File: config.mk
export PLATFORM = sky130hd
export DESIGN_NAME = fir_sample_feeder_flat
export DESIGN_NICKNAME = d
export VERILOG_FILES = /design/src/rtl/fir_pkg.sv /design/src/rtl/fir_sample_feeder_if.sv /design/src/rtl/sample_fifo.sv /design/src/rtl/fir_sample_feeder.sv /design/src/flat_wrapper.sv
export SDC_FILE = /design/constraint.sdc
export NUM_CORES = 1
export LEC_CHECK = 0
export ABC_AREA = 0
export CORE_MARGIN = 4
export CORE_UTILIZATION = 51
export CTS_BUF_LIST = sky130_fd_sc_hd__clkbuf_8
export CTS_CLUSTER_SIZE = 28
export DETAILED_ROUTE_END_ITERATION = 7
export PLACE_DENSITY_LB_ADDON = 0.12
export SYNTH_ARGS = -nofsm -noshare
export SYNTH_HDL_FRONTEND = slang
export SYNTH_SLANG_ARGS = --single-unit
File: constraint.sdc
create_clock -name ck -period 2.3 [get_ports ck]
set_input_delay 0.46 -clock ck [delete_from_list [all_inputs] [get_ports ck]]
set_output_delay 0.46 -clock ck [all_outputs]
set_load 0.03 [all_outputs]
File: src/rtl/fir_pkg.sv
// Shared types and defaults for the FIR sample feeder.
// Contents: default sample width / tap count, the signed sample type,
// the feeder state encoding and a counter-width helper.
package fir_pkg;

    localparam int unsigned FIR_M = 24;
    localparam int unsigned FIR_N = 16;

    typedef logic signed [FIR_M-1:0] sample_t;

    typedef enum logic [1:0] {
        IDLE  = 2'd0,
        ISSUE = 2'd1,
        BUSY  = 2'd2
    } feeder_state_t;

    // Bits needed to count 0..n-1 (at least one bit).
    function automatic int unsigned cnt_width(input int unsigned n);
        return (n > 1) ? $clog2(n) : 1;
    endfunction

endpackage

File: src/rtl/fir_sample_feeder_if.sv
// Upstream valid/ready sample stream into the feeder.
// Signals: s_data (signed sample), s_valid (producer has a sample),
// s_ready (feeder can accept).
// master = producer side, slave = feeder side.
interface fir_sample_feeder_if #(
    parameter int unsigned M = fir_pkg::FIR_M
);

    logic signed [M-1:0] s_data;
    logic                s_valid;
    logic                s_ready;

    modport master (
        output s_data,
        output s_valid,
        input  s_ready
    );

    modport slave (
        input  s_data,
        input  s_valid,
        output s_ready
    );

endinterface

File: src/rtl/sample_fifo.sv
// Small synchronous FIFO of signed samples with wrap-bit pointers.
// Ports:
//   ck, rst     clock, synchronous active-low reset
//   push_i      write wdata_i at the tail (ignored when full)
//   wdata_i     sample to write
//   pop_i       advance the head (ignored when empty)
//   rdata_o     current head sample (valid when not empty)
//   full_o      FIFO holds DEPTH samples
//   empty_o     FIFO holds no samples
//   level_o     current occupancy, 0..DEPTH
module sample_fifo
    import fir_pkg::*;
#(
    parameter int unsigned M     = FIR_M,
    parameter int unsigned DEPTH = 4
) (
    input  logic                  ck,
    input  logic                  rst,
    input  logic                  push_i,
    input  logic signed [M-1:0]   wdata_i,
    input  logic                  pop_i,
    output logic signed [M-1:0]   rdata_o,
    output logic                  full_o,
    output logic                  empty_o,
    output logic [$clog2(DEPTH):0] level_o
);

    localparam int unsigned AW = $clog2(DEPTH);
    localparam int unsigned LW = AW + 1;

    logic [LW-1:0]       wptr_q, wptr_d;
    logic [LW-1:0]       rptr_q, rptr_d;
    logic [LW-1:0]       level_q, level_d;
    logic signed [M-1:0] mem_q [DEPTH];

    logic do_push;
    logic do_pop;

    // Pointers share the low bits when full or empty; the wrap bit tells them apart.
    assign full_o  = (wptr_q[AW] != rptr_q[AW]) && (wptr_q[AW-1:0] == rptr_q[AW-1:0]);
    assign empty_o = (wptr_q == rptr_q);

    assign do_push = push_i && !full_o;
    assign do_pop  = pop_i && !empty_o;

    assign rdata_o = mem_q[rptr_q[AW-1:0]];
    assign level_o = level_q;

    // Next pointer / occupancy values.
    always_comb begin
        wptr_d  = wptr_q;
        rptr_d  = rptr_q;
        level_d = level_q + LW'(do_push) - LW'(do_pop);
        if (do_push) begin
            wptr_d = wptr_q + LW'(1);
        end
        if (do_pop) begin
            rptr_d = rptr_q + LW'(1);
        end
    end

    // Pointer and occupancy registers; reset discards stored samples.
    always_ff @(posedge ck) begin
        if (!rst) begin
            wptr_q  <= '0;
            rptr_q  <= '0;
            level_q <= '0;
        end else begin
            wptr_q  <= wptr_d;
            rptr_q  <= rptr_d;
            level_q <= level_d;
        end
    end

    // Sample storage; contents are don't-care until written.
    always_ff @(posedge ck) begin
        if (do_push) begin
            mem_q[wptr_q[AW-1:0]] <= wdata_i;
        end
    end

endmodule

File: src/rtl/fir_sample_feeder.sv
// Buffers an upstream sample stream and hands samples one at a time to a
// FIR stage using its input_ready / output_ready pulse protocol, with a
// watchdog that abandons a FIR computation that never completes.
// Ports:
//   ck, rst            clock, synchronous active-low reset
//   s_if               upstream valid/ready sample stream (slave side)
//   fir_in             sample presented to the FIR, held until the next pop
//   fir_input_ready    one-cycle start pulse to the FIR
//   fir_output_ready   FIR completion pulse (only honoured while BUSY)
//   level              FIFO occupancy
//   timeout            sticky watchdog-expiry flag, cleared only by reset
module fir_sample_feeder
    import fir_pkg::*;
#(
    parameter int unsigned M       = FIR_M,
    parameter int unsigned DEPTH   = 4,
    parameter int unsigned TIMEOUT = 32
) (
    input  logic                   ck,
    input  logic                   rst,
    fir_sample_feeder_if.slave     s_if,
    output logic signed [M-1:0]    fir_in,
    output logic                   fir_input_ready,
    input  logic                   fir_output_ready,
    output logic [$clog2(DEPTH):0] level,
    output logic                   timeout
);

    localparam int unsigned CW = cnt_width(TIMEOUT);

    feeder_state_t       state_q, state_d;
    logic signed [M-1:0] fir_in_q, fir_in_d;
    logic                start_q, start_d;
    logic [CW-1:0]       wd_cnt_q, wd_cnt_d;
    logic                timeout_q, timeout_d;

    logic                fifo_full;
    logic                fifo_empty;
    logic                pop_c;
    logic signed [M-1:0] fifo_head;

    sample_fifo #(
        .M     (M),
        .DEPTH (DEPTH)
    ) u_fifo (
        .ck      (ck),
        .rst     (rst),
        .push_i  (s_if.s_valid && !fifo_full),
        .wdata_i (s_if.s_data),
        .pop_i   (pop_c),
        .rdata_o (fifo_head),
        .full_o  (fifo_full),
        .empty_o (fifo_empty),
        .level_o (level)
    );

    // Ready depends only on registered fullness, never on a same-cycle pop.
    assign s_if.s_ready    = !fifo_full;

    assign fir_in          = fir_in_q;
    assign fir_input_ready = start_q;
    assign timeout         = timeout_q;

    // Next-state, pop and watchdog logic.
    always_comb begin
        state_d   = state_q;
        fir_in_d  = fir_in_q;
        start_d   = 1'b0;
        wd_cnt_d  = wd_cnt_q;
        timeout_d = timeout_q;
        pop_c     = 1'b0;

        unique case (state_q)
            IDLE: begin
                // Registering the start pulse here puts it high exactly in ISSUE.
                if (!fifo_empty) begin
                    pop_c    = 1'b1;
                    fir_in_d = fifo_head;
                    start_d  = 1'b1;
                    state_d  = ISSUE;
                end
            end
            ISSUE: begin
                wd_cnt_d = '0;
                state_d  = BUSY;
            end
            BUSY: begin
                if (fir_output_ready) begin
                    state_d = IDLE;
                end else if (wd_cnt_q == CW'(TIMEOUT - 1)) begin
                    timeout_d = 1'b1;
                    state_d   = IDLE;
                end else begin
                    wd_cnt_d = wd_cnt_q + CW'(1);
                end
            end
            default: begin
                state_d = IDLE;
            end
        endcase
    end

    // State and output registers.
    always_ff @(posedge ck) begin
        if (!rst) begin
            state_q   <= IDLE;
            fir_in_q  <= '0;
            start_q   <= 1'b0;
            wd_cnt_q  <= '0;
            timeout_q <= 1'b0;
        end else begin
            state_q   <= state_d;
            fir_in_q  <= fir_in_d;
            start_q   <= start_d;
            wd_cnt_q  <= wd_cnt_d;
            timeout_q <= timeout_d;
        end
    end

endmodule

File: src/flat_wrapper.sv
// flat-port wrapper written by rule: the top's interface ports become plain ports
module fir_sample_feeder_flat import fir_pkg::*;
#(
    parameter int unsigned M       = FIR_M,
    parameter int unsigned DEPTH   = 4,
    parameter int unsigned TIMEOUT = 32
)
  (ck, rst, fir_in, fir_input_ready, fir_output_ready, level, timeout, s_if_s_data, s_if_s_valid, s_if_s_ready);
  fir_sample_feeder_if #(.M(M)) s_if_i ();
  input  logic ck;
  input  logic rst;
  output logic signed [M-1:0] fir_in;
  output logic fir_input_ready;
  input  logic fir_output_ready;
  output logic [$clog2(DEPTH):0] level;
  output logic timeout;
  input wire logic [$bits(s_if_i.s_data)-1:0] s_if_s_data;
  input wire logic [$bits(s_if_i.s_valid)-1:0] s_if_s_valid;
  output wire logic [$bits(s_if_i.s_ready)-1:0] s_if_s_ready;
  assign s_if_i.s_data = s_if_s_data;
  assign s_if_i.s_valid = s_if_s_valid;
  assign s_if_s_ready = s_if_i.s_ready;
  fir_sample_feeder #(.M(M), .DEPTH(DEPTH), .TIMEOUT(TIMEOUT)) u_core (.ck(ck), .rst(rst), .s_if(s_if_i), .fir_in(fir_in), .fir_input_ready(fir_input_ready), .fir_output_ready(fir_output_ready), .level(level), .timeout(timeout));
endmodule
==> results.json <==
{
  "clk_latency_ns": 0.41,
  "cts_buffers": 17,
  "cp_common_cell": "ha_1",
  "yosysWarningCount": 0,
  "design.die.area_mm2": 0.0123,
  "antenna_left": 0,
  "path_clk_slew_ns": 0.07,
  "drv_slew": 0,
  "syn_to_final_growth_pct": 23.2,
  "outcome": "finished clean",
  "most-common-layout-cells": "96 x edfxtp_1, 60 x nand2_1, 55 x clkdlybuf4s50_1",
  "wl_per_cell_um": 16.3,
  "globalplace.congestion": 0.763,
  "io_buffer_count": 57,
  "worstSetupPathType": "reg2reg",
  "io_pins": 58,
  "crit_chain": "ha_1 -> and3_1 -> ha_1 -> or4b_1 -> or3_1 -> a21oi_1",
  "placementRows": 37,
  "grt_setup_unrepaired": "no",
  "ys_ff_latch": 138,
  "critPathMaxFanout": 8,
  "cts_sinks": 138,
  "r2r_setup_slack_ns": 0.10,
  "preCtsSetupSlack_ns": -0.253,
  "postCtsHoldBufs": 0,
  "drt_wl_total_um": 9260,
  "via_count": 2978,
  "dp.cells": 535,
  "crit_arrival_ns": 2.55,
  "start_kind": "register",
  "grt_pass1_vias": 3100,
  "final_cell_count_no_fill": 567,
  "ys_seq_area_frac": 0.689,
  "r2r-start": "u_core.wd_cnt_q[0]",
  "crit_slowest_cell": "or4b_1",
  "die-width_um": 111,
  "start_util": 0.523,
  "period_needed_ns": 2.20,
  "maxSlewHeadroom": 0.616,
  "worstPathRequired_ns": 2.65,
  "endpoint_kind": "register",
  "post-route-period-util": 0.956,
  "place_hpwl_um": 5900,
  "nets": 456,
  "power.density_mw_per_mm2": 1150,
  "cts_buffer_depth": 2,
  "skew_ns": 0.00952,
  "drt_iter0_drc": 115,
  "synth_edf_count": 96,
  "yosysUniqueCellTypes": 35,
  "drt_first_pass_iters": 4,
  "drc": 0,
  "layout_setup_ws_ns": 0.101,
  "setup_viol": 0,
  "die_h_um": 111,
  "core_area_mm2": 0.0103,
  "final_common_cell": "edfxtp_1",
  "hold_start": "u_core.fir_in[21]",
  "netlist_area_mm2": 0.00540,
  "grt_pass1_wl_um": 15500,
  "worst_pin_slew_ns": 0.568,
  "cts_tree": "done",
  "diodes": 0,
  "hold_class": "reg2reg",
  "antenna_found_initial": 0,
  "syn_nets": 379,
  "cts_max_level": 4,
  "via_per_inst": 5.25,
  "max_freq_mhz": 455,
  "max_stage_delay_ns": 0.64,
  "p_leak_nw": 2.41,
  "maxCapViolations": 0,
  "ys_async_sr_fraction": 0,
  "grt_usage": 0.160,
  "cp-startpoint": "u_core.wd_cnt_q[0]",
  "max-vdd-ir-drop_mv": 0.503,
  "grt-ovfl-total": 0,
  "ys.flop_type": "edfxtp_1",
  "grt_max_degree": 37,
  "drive_above_1_share": 0.197,
  "syn_avg_cell_area_um2": 15.8,
  "root_buffer": "clkbuf_8",
  "hold_viol": 0,
  "synthCells": 341,
  "p_total_mw": 7.66,
  "fin_tns_setup_ns": 0
}
## stage by stage
stage                     instance area (um^2)   util  hold WS, ns
after global placement                    6260  0.607        0.443
after global routing                      6660  0.645        0.491
after detailed placement                  6260  0.607        0.452
after CTS                                 6640  0.644        0.462
final                                     6660  0.645        0.458
after floorplan                           5470      -        0.452
## synth_stat cells, types with 5 or more instances
library cell | number | share of area
clkbuf_1 | 7 | 0.0049
mux4_2 | 23 | 0.096
inv_1 | 11 | 0.0076
a21oi_1 | 6 | 0.0056
edfxtp_1 | 96 | 0.53
mux2i_1 | 28 | 0.052
nand2_1 | 60 | 0.042
nand3_1 | 6 | 0.0056
dfxtp_1 | 42 | 0.16
nor2_1 | 5 | 0.0035
and2_1 | 6 | 0.0069
ha_1 | 9 | 0.021
## routing by layer
metal | GRT usage | routed length [um]
met3 | 0.0508 | 375
met5 | 0 | 0
met1 | 0.201 | 4060
met2 | 0.268 | 4740
met4 | 0.0493 | 89
## sequential cells by signal, indices dropped and copies added, names as in the netlist
register / count
u_core.fir_input_ready: 1
u_core.state_q: 2
u_core.u_fifo.rptr_q: 3
u_core.u_fifo.wptr_q: 3
u_core.u_fifo.mem_q: 96
u_core.u_fifo.level_o: 3
u_core.wd_cnt_q: 5
u_core.fir_in: 24
u_core.timeout: 1
## cell families after synthesis
kind of cell    Yosys count  share of synthesized area
flops                   138                      0.689
simple gates             87                     0.0718
mux                      52                      0.153
buf+inv                  29                     0.0273
compound gates           17                     0.0204
fa+ha+maj                10                     0.0245
xor+xnor                  8                     0.0144
## critical path: cells and delay by family (launching register included)
family	cells	cell delay [ns]
simple gates	3	1.22
fa+ha+maj	2	0.43
compound gates	1	0.14
flops	1	0.34
## area by class of cell
cell class	count	area [um^2]
clock buffers	20	275
clock inverters	12	106
fillers	777	3670
inverters	12	47.5
multi-input cells	174	1590
flip-flops and latches	138	3730
well taps	136	170
repair buffers	75	736
## power by group
group / switching, mW / internal (mW)
registers: 0.189 / 3.04
logic: 1.38 / 1.21
clock network: 0.820 / 1.02
## worst paths after layout
check                             to  cells after the start
setup / recovery  u_core.wd_cnt_q[3]                      6
hold / removal     u_core.fir_in[21]                      2
setup reg to reg  u_core.wd_cnt_q[3]                      6
hold reg to reg    u_core.fir_in[21]                      2
## timing repair
item | CTS | global route
buffers inserted | 0 | 0
endpoints found under the setup margin | 0 | 1
gates resized for setup | 0 | 4
Power figures use the tool's default switching activity.
==> edit 1, RTL diff (same flow settings) <==
`TIMEOUT` is set to 32 in 2 places; all go to 64.
--- a/src/rtl/fir_sample_feeder.sv
+++ b/src/rtl/fir_sample_feeder.sv
@@ -14,7 +14,7 @@
 #(
     parameter int unsigned M       = FIR_M,
     parameter int unsigned DEPTH   = 4,
-    parameter int unsigned TIMEOUT = 32
+    parameter int unsigned TIMEOUT = 64
 ) (
     input  logic                   ck,
     input  logic                   rst,
--- a/src/flat_wrapper.sv
+++ b/src/flat_wrapper.sv
@@ -3,7 +3,7 @@
 #(
     parameter int unsigned M       = FIR_M,
     parameter int unsigned DEPTH   = 4,
-    parameter int unsigned TIMEOUT = 32
+    parameter int unsigned TIMEOUT = 64
 )
   (ck, rst, fir_in, fir_input_ready, fir_output_ready, level, timeout, s_if_s_data, s_if_s_valid, s_if_s_ready);
   fir_sample_feeder_if #(.M(M)) s_if_i ();
Function: same outputs for any inputs over 10 cycles, from zero or initial values and one cycle with rst low; that may be too few to reach the edited logic, so the function may still have changed.
==> edit 1 against the original RTL <==
  * Worst setup slack improved by 46 ps
  * Wire length rose by 2.6%
  * Total power fell by 4.4%
  * Design area fell by 2.1%
  * Area after synthesis rose by 0.74%
  * Sequential cell count rose by 1
  * First-iteration DRC count rose by 13%
  * Utilization fell by 1.7 points
  * Critical path type is now reg -> out
  * Largest power group unchanged
==> edit 1: results <==
export IMPL_status="complete, no violations"
export IMPL_ys_ff_latch=139
export IMPL_hp_class="in -> reg"
export IMPL_gr_usage_met1_pct=19.9
export IMPL_synthXorXnorAreaFrac_pct=1.86
export IMPL_grt_util_all_layers_pct=16.2
export IMPL_drive_above_1_share_pct=22.8
export IMPL_synth_cell_type_count=46
export IMPL_nets=444
export IMPL_r2r_cells=9
export IMPL_dr_wl_met3_um=530
export IMPL_wl_mm=9.50
export IMPL_cts_reportedPaths_clkPinSlew_ps=90
export IMPL_wl_per_cell_um=17.1
export IMPL_grt_pass1_vias=3054
export IMPL_synthesis_nets=378
export IMPL_hold_slack_ps=379
export IMPL_netlist_instances=342
export IMPL_fillCellCount=806
export IMPL_via_per_inst=5.48
export IMPL_clk_latency_ps=430
export IMPL_place_gp_congestion=0.780
export IMPL_clockRootBuffer="clkbuf_8"
export IMPL_use_met3_pct=5.57
export IMPL_dpl_hpwl_mm=5.68
export IMPL_power_leakage_nw=2.16
export IMPL_crit_start="u_core.u_fifo.wptr_q[2]"
export IMPL_worstMarginPinSlew_ps=697
export IMPL_crit_arrival_ps=1690
export IMPL_r2r_start="u_core.u_fifo.wptr_q[1]"
export IMPL_power_density_nw_per_um2=1120
export IMPL_postPlaceCellArea_um2=6150
export IMPL_crit_fanout=4
export IMPL_skew_ps=16.8
export IMPL_drt_iter0_drc=130
export IMPL_worstReg2RegEnd="u_core.u_fifo.level_o[2]"
export IMPL_ir_drop_mv=0.626
export IMPL_post_cts_setup_buffer_count=0
export IMPL_synth_mux_area_fraction_pct=10.0
export IMPL_grt_pass1_wl_mm=15.7
export IMPL_hp_start="rst"
export IMPL_grt_max_degree=56
export IMPL_synth_compound_area_share_pct=6.32
export IMPL_hold_depth=3
export IMPL_synth_top_cells_by_area="edfxtp_1, dfxtp_1, mux4_2"
export IMPL_cts_resized_gates=1
export IMPL_met1_length_mm=4.06
edit 1: power breakdown:
group          leakage [nW]  total, mW  switching (mW)  internal [mW]
logic                 0.749       2.32            1.35          0.974
registers              1.23       3.20           0.175           3.02
clock network         0.175       1.80            1.02          0.786
edit 1: worst max-delay path: stages, from the launching register on:
cell and delay, ps:
dfxtp_1 400, xnor2_1 130, or3_1 380, dlygate4sd2_1 360
edit 1: worst max path at each step:
stage	cells after the start	slack [ps]	end
after floorplan	12	-40	u_core.u_fifo.level_o[2]
final	3	150	s_if_s_ready
after global placement	9	60	u_core.u_fifo.level_o[2]
after global routing	3	20	s_if_s_ready
after detailed placement	9	-7	u_core.u_fifo.level_o[2]
after CTS	3	80	s_if_s_ready
edit 1: final cells by class:
class / instances / share of cell area [%]
clock inverters: 15 / 2.02
inverters: 7 / 0.403
well taps: 136 / 2.61
repair buffers: 68 / 10.3
multi-input cells: 175 / 23.6
clock buffers: 17 / 3.59
flip-flops and latches: 139 / 57.5
==> edit 2, RTL diff (config.mk and constraints unchanged) <==
Made on the original files. Make the reset (`rst`) asynchronous in 2 clocked blocks. Comments in the files are not updated.
--- a/src/rtl/sample_fifo.sv
+++ b/src/rtl/sample_fifo.sv
@@ -60,7 +60,7 @@
     end
 
     // Pointer and occupancy registers; reset discards stored samples.
-    always_ff @(posedge ck) begin
+    always_ff @(posedge ck or negedge rst) begin
         if (!rst) begin
             wptr_q  <= '0;
             rptr_q  <= '0;
--- a/src/rtl/fir_sample_feeder.sv
+++ b/src/rtl/fir_sample_feeder.sv
@@ -101,7 +101,7 @@
     end
 
     // State and output registers.
-    always_ff @(posedge ck) begin
+    always_ff @(posedge ck or negedge rst) begin
         if (!rst) begin
             state_q   <= IDLE;
             fir_in_q  <= '0;
Formal check against the unedited RTL: differs if rst is asserted again (counterexample within 4 cycles, from zero or initial values and one cycle with rst low); with rst held inactive, the same outputs for 10 cycles.
==> edit 2 against the original RTL <==
  * Sequential power grew 18%
  * Worst setup slack improved by 30 ps
  * Sequential cell count unchanged
  * Area after synthesis up 0.90%
  * Total power grew 30%
  * Wire length increased by 1.8%
  * Count of clock-buffer cells in the layout decreased by 1
  * Design area grew 1.5%
  * Largest power group is now combinational cells
==> edit 2: results <==
export IMPL_gr_usage_met1_pct=22.2
export IMPL_global_route_usage_met2_pct=26.6
export IMPL_combPwrFrac_pct=42.4
export IMPL_dp_slack_ps=-195
export IMPL_synth_common_cells="edfxtp_1, dfrtp_1, mux4_2, mux2_4"
export IMPL_relSlewSlack_pct=64.4
export IMPL_grt_max_degree=28
export IMPL_synth_compound_area_share_pct=2.46
export IMPL_postCtsHoldBufs=1
export IMPL_seqCellArea_um2=3940
export IMPL_synth_area_per_cell_um2=20.4
export IMPL_place_gp_congestion=0.732
export IMPL_wl_mm=9.43
export IMPL_dr_wl_met3_um=449
export IMPL_synth_mux_area_fraction_pct=16.8
export IMPL_place_inst=470
export IMPL_p_clk_mw=1.94
export IMPL_buffers=79
export IMPL_final_cells=503
export IMPL_power_total_mw=9.99
export IMPL_drive_above_1_share_pct=31.1
export IMPL_status="complete, no violations"
export IMPL_dpl_hpwl_mm=5.85
export IMPL_post_route_util_pct=65.2
export IMPL_num_multi_input_gates=109
export IMPL_grt_pass1_vias=2898
export IMPL_nets=392
export IMPL_cp_slowest_stage_delay_ps=400
export IMPL_skew_ps=11.6
export IMPL_drt_iter0_drc=137
-- edit 2: cell count changes in the layout (fill, tap and decap cells not counted), moves of 7 or more --
| cell | delta |
|---|---|
| dfrtp_1 | +41 |
| mux2_2 | +8 |
| dfxtp_1 | -36 |
| nand2_1 | -57 |
| inv_1 | -7 |
| mux2_4 | +18 |
| mux2i_1 | -27 |
-- edit 2: worst paths after layout --
check,depth (start not counted),startpoint,end
min reg2reg,1,u_core.timeout,u_core.timeout
max,9,u_core.u_fifo.rptr_q[2],u_core.u_fifo.level_o[2]
max reg2reg,9,u_core.u_fifo.rptr_q[2],u_core.u_fifo.level_o[2]
max in group asynchronous,3,rst,u_core.fir_in[14]
min,1,u_core.timeout,u_core.timeout
min in group asynchronous,2,rst,u_core.fir_in[15]
-- edit 2: worst register-to-register path, delay by kind of cell, from the launching register on --
kind            cells  cell delay, ps
compound gates      1             400
fa+ha+maj           3             700
buf+inv             2              90
xor+xnor            3             470
flops               1             400
